==> config.mk <==
export PLATFORM = sky130hd
export DESIGN_NAME = reorder_buffer
export DESIGN_NICKNAME = d
export VERILOG_FILES = /design/src/rtl/reorder_buffer.sv
export SDC_FILE = /design/constraint.sdc
export NUM_CORES = 2
export LEC_CHECK = 0
export BUFFER_PORTS_ARGS = -buffer_cell sky130_fd_sc_hd__buf_2
export CAP_MARGIN = 20
export CORE_MARGIN = 4
export CORE_UTILIZATION = 40
export DETAILED_ROUTE_END_ITERATION = 12
export PLACE_DENSITY_LB_ADDON = 0.1
export SYNTH_ARGS = -nofsm -noshare
export SYNTH_HDL_FRONTEND = slang
export SYNTH_SLANG_ARGS = --single-unit
==> constraint.sdc <==
create_clock -name clk_in -period 20.2 [get_ports clk_in]
set_clock_uncertainty 0.15 [all_clocks]
set_input_delay 2.02 -clock clk_in [delete_from_list [all_inputs] [get_ports clk_in]]
set_output_delay 2.02 -clock clk_in [all_outputs]
set_load 0.005 [all_outputs]
==> src/rtl/reorder_buffer.sv <==
// Reorder buffer: in-order issue/commit, out-of-order writeback,
// rename table with source forwarding and mispredict flush.
module reorder_buffer #(
    parameter int ROB_SIZE_BITS = 3
) (
    input  logic                     clk_in,
    input  logic                     rst_in,
    input  logic                     rdy_in,
    input  logic                     issue_valid,
    input  logic [4:0]               issue_rd,
    input  logic [31:0]              issue_pc,
    input  logic [31:0]              issue_pred_pc,
    input  logic                     issue_is_store,
    output logic                     issue_ready,
    output logic [ROB_SIZE_BITS-1:0] issue_tag,
    input  logic [4:0]               src1_reg,
    input  logic [4:0]               src2_reg,
    output logic                     src1_pending,
    output logic                     src2_pending,
    output logic [ROB_SIZE_BITS-1:0] src1_tag,
    output logic [ROB_SIZE_BITS-1:0] src2_tag,
    output logic                     src1_from_rob,
    output logic                     src2_from_rob,
    output logic [31:0]              src1_val,
    output logic [31:0]              src2_val,
    input  logic                     wb0_valid,
    input  logic                     wb1_valid,
    input  logic [ROB_SIZE_BITS-1:0] wb0_tag,
    input  logic [ROB_SIZE_BITS-1:0] wb1_tag,
    input  logic [31:0]              wb0_val,
    input  logic [31:0]              wb1_val,
    input  logic [31:0]              wb0_next_pc,
    input  logic [31:0]              wb1_next_pc,
    output logic [ROB_SIZE_BITS-1:0] head_tag,
    output logic                     commit_valid,
    output logic [4:0]               commit_rd,
    output logic [31:0]              commit_val,
    output logic                     commit_is_store,
    output logic                     flush_out,
    output logic [31:0]              flush_pc,
    output logic [ROB_SIZE_BITS:0]   count
);

    localparam int B = ROB_SIZE_BITS;
    localparam int N = 1 << B;
    localparam logic [B:0] FULL = (B+1)'(N);

    localparam logic [1:0] EMPTY  = 2'd0;
    localparam logic [1:0] ISSUED = 2'd1;
    localparam logic [1:0] DONE   = 2'd2;

    logic [1:0]   state_q [N];
    logic [1:0]   state_d [N];
    logic [4:0]   rd_q    [N];
    logic [4:0]   rd_d    [N];
    logic [31:0]  pc_q    [N];
    logic [31:0]  pc_d    [N];
    logic [31:0]  pred_q  [N];
    logic [31:0]  pred_d  [N];
    logic [31:0]  act_q   [N];
    logic [31:0]  act_d   [N];
    logic [31:0]  val_q   [N];
    logic [31:0]  val_d   [N];
    logic         st_q    [N];
    logic         st_d    [N];
    logic [31:0]  busy_q, busy_d;
    logic [B-1:0] rtag_q  [32];
    logic [B-1:0] rtag_d  [32];
    logic [B-1:0] head_q, head_d;
    logic [B-1:0] tail_q, tail_d;
    logic [B:0]   count_q, count_d;

    logic issue_acc;
    logic [4:0] head_rd;

    // Returns {pending, from_rob, value} for one source register.
    function automatic logic [33:0] lookup(input logic [4:0] r);
        logic [B-1:0] t;
        t = rtag_q[r];
        if (r == 5'd0 || !busy_q[r])
            lookup = '0;
        else if (state_q[t] == DONE)
            lookup = {2'b01, val_q[t]};
        else if (wb0_valid && wb0_tag == t)
            lookup = {2'b01, wb0_val};
        else if (wb1_valid && wb1_tag == t)
            lookup = {2'b01, wb1_val};
        else
            lookup = {2'b10, 32'h0};
    endfunction

    // Status, commit and flush outputs decoded from the head entry.
    always_comb begin
        issue_ready     = (count_q < FULL);
        issue_tag       = tail_q;
        head_tag        = head_q;
        count           = count_q;
        head_rd         = rd_q[head_q];
        commit_valid    = rdy_in && (count_q != '0) &&
                          (state_q[head_q] == DONE);
        commit_is_store = st_q[head_q];
        commit_rd       = st_q[head_q] ? 5'd0 : head_rd;
        commit_val      = val_q[head_q];
        flush_out       = commit_valid &&
                          (act_q[head_q] != pred_q[head_q]);
        flush_pc        = act_q[head_q];
        issue_acc       = rdy_in && issue_valid &&
                          issue_ready && !flush_out;
    end

    // Source operand lookup against rename table and writebacks.
    always_comb begin
        {src1_pending, src1_from_rob, src1_val} = lookup(src1_reg);
        {src2_pending, src2_from_rob, src2_val} = lookup(src2_reg);
        src1_tag = rtag_q[src1_reg];
        src2_tag = rtag_q[src2_reg];
    end

    // Next-state: writeback, commit, issue, or a full flush.
    always_comb begin
        state_d = state_q;
        rd_d    = rd_q;
        pc_d    = pc_q;
        pred_d  = pred_q;
        act_d   = act_q;
        val_d   = val_q;
        st_d    = st_q;
        busy_d  = busy_q;
        rtag_d  = rtag_q;
        head_d  = head_q;
        tail_d  = tail_q;
        count_d = count_q;
        if (rdy_in && flush_out) begin
            for (int i = 0; i < N; i++)
                state_d[i] = EMPTY;
            busy_d  = '0;
            head_d  = '0;
            tail_d  = '0;
            count_d = '0;
        end else if (rdy_in) begin
            // Port 1 first so port 0 overrides on a shared tag.
            if (wb1_valid && state_q[wb1_tag] == ISSUED) begin
                state_d[wb1_tag] = DONE;
                val_d[wb1_tag]   = wb1_val;
                act_d[wb1_tag]   = wb1_next_pc;
            end
            if (wb0_valid && state_q[wb0_tag] == ISSUED) begin
                state_d[wb0_tag] = DONE;
                val_d[wb0_tag]   = wb0_val;
                act_d[wb0_tag]   = wb0_next_pc;
            end
            if (commit_valid) begin
                state_d[head_q] = EMPTY;
                head_d = head_q + 1'b1;
                if (rtag_q[head_rd] == head_q &&
                    !(issue_acc && issue_rd == head_rd))
                    busy_d[head_rd] = 1'b0;
            end
            if (issue_acc) begin
                state_d[tail_q] = ISSUED;
                rd_d[tail_q]    = issue_rd;
                pc_d[tail_q]    = issue_pc;
                pred_d[tail_q]  = issue_pred_pc;
                st_d[tail_q]    = issue_is_store;
                tail_d = tail_q + 1'b1;
                if (issue_rd != 5'd0) begin
                    busy_d[issue_rd] = 1'b1;
                    rtag_d[issue_rd] = tail_q;
                end
            end
            count_d = count_q + (B+1)'(issue_acc)
                              - (B+1)'(commit_valid);
        end
    end

    // State registers; reset clears occupancy and rename busy bits.
    always_ff @(posedge clk_in) begin
        rd_q   <= rd_d;
        pc_q   <= pc_d;
        pred_q <= pred_d;
        act_q  <= act_d;
        val_q  <= val_d;
        st_q   <= st_d;
        rtag_q <= rtag_d;
        if (rst_in) begin
            for (int i = 0; i < N; i++)
                state_q[i] <= EMPTY;
            busy_q  <= '0;
            head_q  <= '0;
            tail_q  <= '0;
            count_q <= '0;
        end else begin
            state_q <= state_d;
            busy_q  <= busy_d;
            head_q  <= head_d;
            tail_q  <= tail_d;
            count_q <= count_d;
        end
    end

endmodule

# Word-level counts from Yosys, hierarchy flattened
# Index checks and enable logic that the tools add are counted.
dict set report word_totals {
  in_bits 220
  regBits 970
  elab_cells 299
}
dict set report op_classes {
  order_cmp 22
  n_eq_ne 12
  n_mux 114
  n_reduce_logical 38
  addsub 4
  bitwise 25
}
# op count
set op_table {}
lappend op_table {{$mux 256} 8}
lappend op_table {{$bwmux 256} 5}
lappend op_table {{$mux 32} 19}
lappend op_table {{$bmux 32 s3} 5}
lappend op_table {{$demux 32 s3} 3}
lappend op_table {{$mux 34} 8}
lappend op_table {{$mux 16} 10}
lappend op_table {{$bwmux 96} 1}
lappend op_table {{$bmux 3 s5} 3}
lappend op_table {{$bwmux 40} 1}
lappend op_table {{$and 32x32->32} 1}
lappend op_table {{$ne 32x32->1} 1}
lappend op_table {{$not 32->32} 1}
lappend op_table {{$or 32x32->32} 1}
lappend op_table {{$bmux 2 s3} 5}
lappend op_table {{$mux 2} 14}
lappend op_table {{$and 8x8->8} 3}
lappend op_table {{$demux 2 s3} 4}
lappend op_table {{$ge 4x4->1 const B} 6}
lappend op_table {{$ge 6x6->1 const B} 4}
lappend op_table {{$lt 5x6->1 const B} 4}
lappend op_table {{$not 3->4} 6}
lappend op_table {{$not 5->6} 4}
lappend op_table {{$not 8->8} 3}
lappend op_table {{36 further kinds} 95}

# Depth between registers and ports, before layout
dict set report depth {
  word_depth 20
  mapped_depth 22
}

# Worst setup path after synthesis
# Ideal clock, no wire load.
dict set report synth_path {
  path_kind {input to register}
  from {input rdy_in}
  to {register act_q[0] in the netlist's numbering, enable pin}
  path_buffers 1
  path_stages 6
  required_ps 19110
  t_arrival_ps 14383
  slack_ps 4726
  path_cell_list {o211ai_1 > or3_1 > clkbuf_1 > clkinv_1 > o31ai_2 > and2_1}
}
dict set report synth_via {
  elab_chain_cells 6
}
# element line
set synth_lines {}
lappend synth_lines {{start: declaration} 8} ;# input logic rdy_in,
lappend synth_lines {{$logic_and 1x1->1 (2 in series)} 99} ;# commit_valid = rdy_in && (count_q != '0) &&
lappend synth_lines {{via commit_valid} 35} ;# output logic commit_valid,
lappend synth_lines {{$logic_and 1x1->1} 104} ;# flush_out = commit_valid &&
lappend synth_lines {{$logic_and 1x1->1} 133} ;# if (rdy_in && flush_out) begin
lappend synth_lines {{$not 1->1 (no line)} -}
lappend synth_lines {{$reduce_and 2->1 (no line)} -}
lappend synth_lines {{end signal: assignment} 181} ;# act_q <= act_d;
lappend synth_lines {{end: declaration} 60} ;# logic [31:0] act_q [N];
# The timed path passes the listed nets, and every way through them passes these cells.
# A chain may end at the register's enable or synchronous reset.

# Worst setup path after layout
dict set report layout_path {
  from {input src1_reg[0]}
  to {output src1_val[30]}
}
dict set report layout_via {
  elab_chain_cells 11
  word_cells_on_any_way 25
}
# element line
set layout_lines {}
lappend layout_lines {{start: declaration} 16} ;# input logic [4:0] src1_reg,
lappend layout_lines {{$not 5->6 (implied by the code)} 79} ;# t = rtag_q[r];
lappend layout_lines {{$bmux 3 s5} 79}
lappend layout_lines {{$mux 3 (implied by the code) (2 in series)} 79}
lappend layout_lines {{$not 3->4 (implied by the code)} {82, 83}}
lappend layout_lines {{$bmux 2 s3} 82} ;# else if (state_q[t] == DONE)
lappend layout_lines {{$mux 2 (implied by the code) (2 in series)} 82}
lappend layout_lines {{$eq 2x2->1} 82}
lappend layout_lines {{$mux 34} 82}
lappend layout_lines {{$mux 34 *} 80} ;# if (r == 5'd0 || !busy_q[r])
lappend layout_lines {{end: declaration} 24} ;# output logic [31:0] src1_val,
# Mark *: on every way between the ends. The rest lies on a longest branch, timed or not. The select of a mux whose other input is x is not followed.

==> impl_metrics.csv <==
group,metric,value,unit
status,status,"complete, no violations",
synthesis,dominantRegCellSynth,"edfxtp_1",
run,maxCapViolations,0,
cts,cts_sinks,969,
detailed_routing,finalWirelength,204000,microns
sta,fmax,0.0952,GHz
sta,tns,0,ns
critical_path,critPathSlowestCell,"nor2b_4",
floorplan,num_rows,139,
pwr,powerDensity,75.8,mW/mm^2
synthesis,synth_edf_count,912,
min_path,hold_start,"busy_q[4]$_SDFFE_PP0P_",
critical_path,crit_buf_inv,5,
critical_path,critPathLaunchType,"primary input",
detailed_routing,drtIter0Drc,3700,
pwr,leakagePower,21.5,nW
critical_path,arrival,8.34,ns
min_path,holdPathStages,2,
sta,slew_headroom,0.232,
finish,area_delta_synth_final,11.0,%
floorplan,fp.dieW,390,microns
cts,cts_buffers,113,
critical_path,worstSetupPathType,"in -> out",
finish,fillCellCount,13200,
global_route,grt_pass1_wl,293000,microns
sta,finalSetupViolCount,0,
detailed_routing,drtAntennaViolNets,0,
sta,maxSlewViolCount,0,
sta,post-route-min-period,10.51,ns
min_path,hp-class,"reg -> reg",
critical_path,reg2reg_from,"head_tag[0]$_SDFFE_PP0P_",
critical_path,crit_family,"buffers and inverters",
floorplan,ios,377,
synthesis,syn_avg_cell_area,11.9,sq um
synthesis,synth_cell_types,71,
finish,fin_util,0.449,
global_route,antenna_found_initial,56,
detailed_routing,wl_per_cell,29.4,microns
critical_path,max_stage_delay,0.94,ns
critical_path,r2r_end,"val_q[246]$_DFFE_PP_",
sta,rsz0062_at_grt,"no",
cts,post_cts_buffers,0,
synthesis,ys_ff_latch,969,
cts,h-tree-depth,3,
synthesis,netlist_area,0.0582,sq mm
detailed_routing,dr_total_vias,41700,
pwr,ir_drop,0.0821,mV
detailed_routing,first_pass_iters,5,
floorplan,core,0.144,sq mm
cts,cts_buffer_depth,3,
critical_path,required,18.03,ns
min_path,hold-path-endpoint,"busy_q[4]$_SDFFE_PP0P_",
cts,cts_tree,"built",
global_route,grt_pass1_vias,40100,
cts,clock_latency,0.78,ns
critical_path,crit_fanout,37,
place,gp_congestion,0.847,
finish,final_nets,5133,
floorplan,initial_core_util,0.404,
sta,tightest_slew,1.15,ns
global_route,grt_start_max_net_pins,173,
sta,final_hold_viol_count,0,
detailed_routing,drc,0,
floorplan,fp.dieH,390,microns
cts,clkTransAtPathRegs,0.06,ns
synthesis,ys.warnings.count,0,
synthesis,async_reset_ff_frac,0,
floorplan,die-area,0.152,sq mm
finish,drive_gt1_frac,0.207,
place,port_buffers,344,
critical_path,crit_chain,"buf_2 > buf_4 > mux4_2 > mux4_2 > mux2i_4 > buf_4 > xnor2_1 > nor4b_2 > nor2b_4 > buf_4 > a221oi_2 > a311oi_1 > buf_2",
synthesis,synthCells,4884,
cts,hold_buffers,0,
detailed_routing,vias_per_cell,6.01,
place,dpl.hpwl,119000,microns
critical_path,cp-end-kind,"output pin",
cts,cts.repair.resized,0,
critical_path,ff2ff_path_depth,10,
cts,ctsRootBufferMaster,"clkbuf_16",
global_route,track_usage,0.260,
synthesis,ys_seq_area_frac,0.490,
sta,fin_crit_sh,0.520,
critical_path,crit_top_cell,"buf_4",
global_route,overflow,0,
critical_path,ff2ff_setup_slack,12.41,ns
==> where the power goes <==
| group | switching (W) | internal (W) |
|---|---|---|
| logic | 0.000322 | 0.000178 |
| clock network | 0.000899 | 0.00117 |
| registers | 0.0000544 | 0.00228 |
| total | 0.00127 | 0.00363 |
==> worst max-delay path by stage <==
stage / startpoint / end / cells after the start
after floorplan: rdy_in / act_q[0]$_DFFE_PP_ / 6
after CTS: src1_reg[0] / src1_val[30] / 13
after global routing: src1_reg[0] / src1_val[30] / 13
after global placement: src1_reg[0] / src1_val[30] / 13
final: src1_reg[0] / src1_val[30] / 13
after detailed placement: src1_reg[0] / src1_val[30] / 13
==> worst reg2reg max path: stages (launching register included) <==
cell and delay (ns):
dfxtp_4 0.78, buf_4 0.65, buf_4 0.82, mux4_2 0.82, xor2_1 0.23, nor4_1 0.57
nand4b_1 0.23, o31ai_2 0.71, and2_4 0.65, buf_4 0.86, buf_4 0.87
==> kinds of logic (layout without fill, tap and decap cells) <==
group                    after synthesis  count (layout)  synth area share
buffers and inverters                562             678            0.0431
flip-flops                           969             969             0.490
AO/OA/AOI/OAI                        874             874            0.0949
multiplexers                        1224            1224             0.271
adder cells (fa/ha/maj)                8               8           0.00185
XOR/XNOR                              90              90            0.0135
AND/OR/NAND/NOR                     1156            1156            0.0859
other                                  1              32         0.0000644
==> metrics by stage <==
step                      total power (W)  worst slack [ns]  hold slack, ns  instance area, sq um  instances
after CTS                         0.00494              9.82           0.329                 64600       6904
after detailed placement          0.00287              9.82           0.321                 60900       6692
final                             0.00490              9.69           0.331                 64700       6934
after global placement            0.00286              9.91           0.311                 60900       6691
after global routing              0.00507              9.66           0.345                 64600       6912
after floorplan                   0.00271              4.73           0.298                 58300       4886
==> final cells by class <==
type,count,area (sq um),area share
clock inverter,71,716,0.0111
tap,1903,2380,0.0368
multi-input combinational,3355,27400,0.424
sequential,969,28500,0.441
clock buffer,141,2980,0.0461
inverter,32,120,0.00186
antenna,29,72.6,0.00112
timing repair buffer,434,2470,0.0381
==> synthesized netlist by cell type, types with 7 or more instances <==
| library cell | number | area (sq um) |
|---|---|---|
| a221oi_1 | 18 | 158 |
| a211oi_2 | 20 | 250 |
| dfxtp_1 | 57 | 1140 |
| mux2_2 | 66 | 743 |
| mux4_2 | 268 | 6040 |
| nor3b_1 | 16 | 120 |
| ha_1 | 7 | 87.6 |
| edfxtp_1 | 912 | 27400 |
| a32oi_1 | 33 | 289 |
| nand4_1 | 12 | 75.1 |
| nor2b_1 | 41 | 257 |
| nand3_1 | 88 | 440 |
| o21a_1 | 9 | 67.6 |
| mux2i_4 | 7 | 158 |
| nand2b_1 | 12 | 75.1 |
| clkbuf_1 | 288 | 1080 |
| o21ai_1 | 16 | 80.1 |
| nor2_1 | 54 | 203 |
| o211ai_1 | 7 | 52.6 |
| nor4_1 | 10 | 62.6 |
| buf_2 | 75 | 375 |
| a211oi_1 | 57 | 428 |
| a21oi_1 | 32 | 160 |
| xnor2_1 | 53 | 464 |
| a31oi_1 | 8 | 50.1 |
| nand2_1 | 823 | 3090 |
| buf_6 | 12 | 135 |
| inv_1 | 27 | 101 |
| o21ai_0 | 549 | 2750 |
| buf_1 | 97 | 364 |
| a221oi_2 | 27 | 405 |
| xor2_1 | 37 | 324 |
| a22oi_1 | 14 | 105 |
| mux2i_1 | 881 | 8820 |
| and2_1 | 36 | 225 |
| buf_4 | 57 | 428 |
| nor3_1 | 33 | 165 |
| a311oi_1 | 57 | 499 |
==> metal layers <==
metal / global-route usage / up-vias / share of wire
met4: 0.0690 / 28 / 0.027
met5: 0 / - / 0.00084
met2: 0.412 / 1568 / 0.46
met1: 0.365 / 21100 / 0.44
met3: 0.0535 / 340 / 0.073
li1: - / 18600 / -
==> state kept, by name, summed over array words and instances (netlist names) <==
signal,count
pred_q,256
head_tag,3
val_q,256
rd_q,40
state_q,16
st_q,8
act_q,256
count,4
issue_tag,3
rtag_q,96
busy_q,31
==> cells in the final DEF, fill, tap and decap left out, drive strengths merged, types with 45 or more instances in the layout <==
cell	instances
a221oi	45
o21ai	565
edfxtp	912
mux2	66
nand3	88
buf	434
mux2i	890
a211oi	77
clkinv	60
mux4	268
dfxtp	57
nor2	55
nand2	823
a311oi	57
clkbuf	141
xnor2	53
Power figures use the tool's default switching activity.
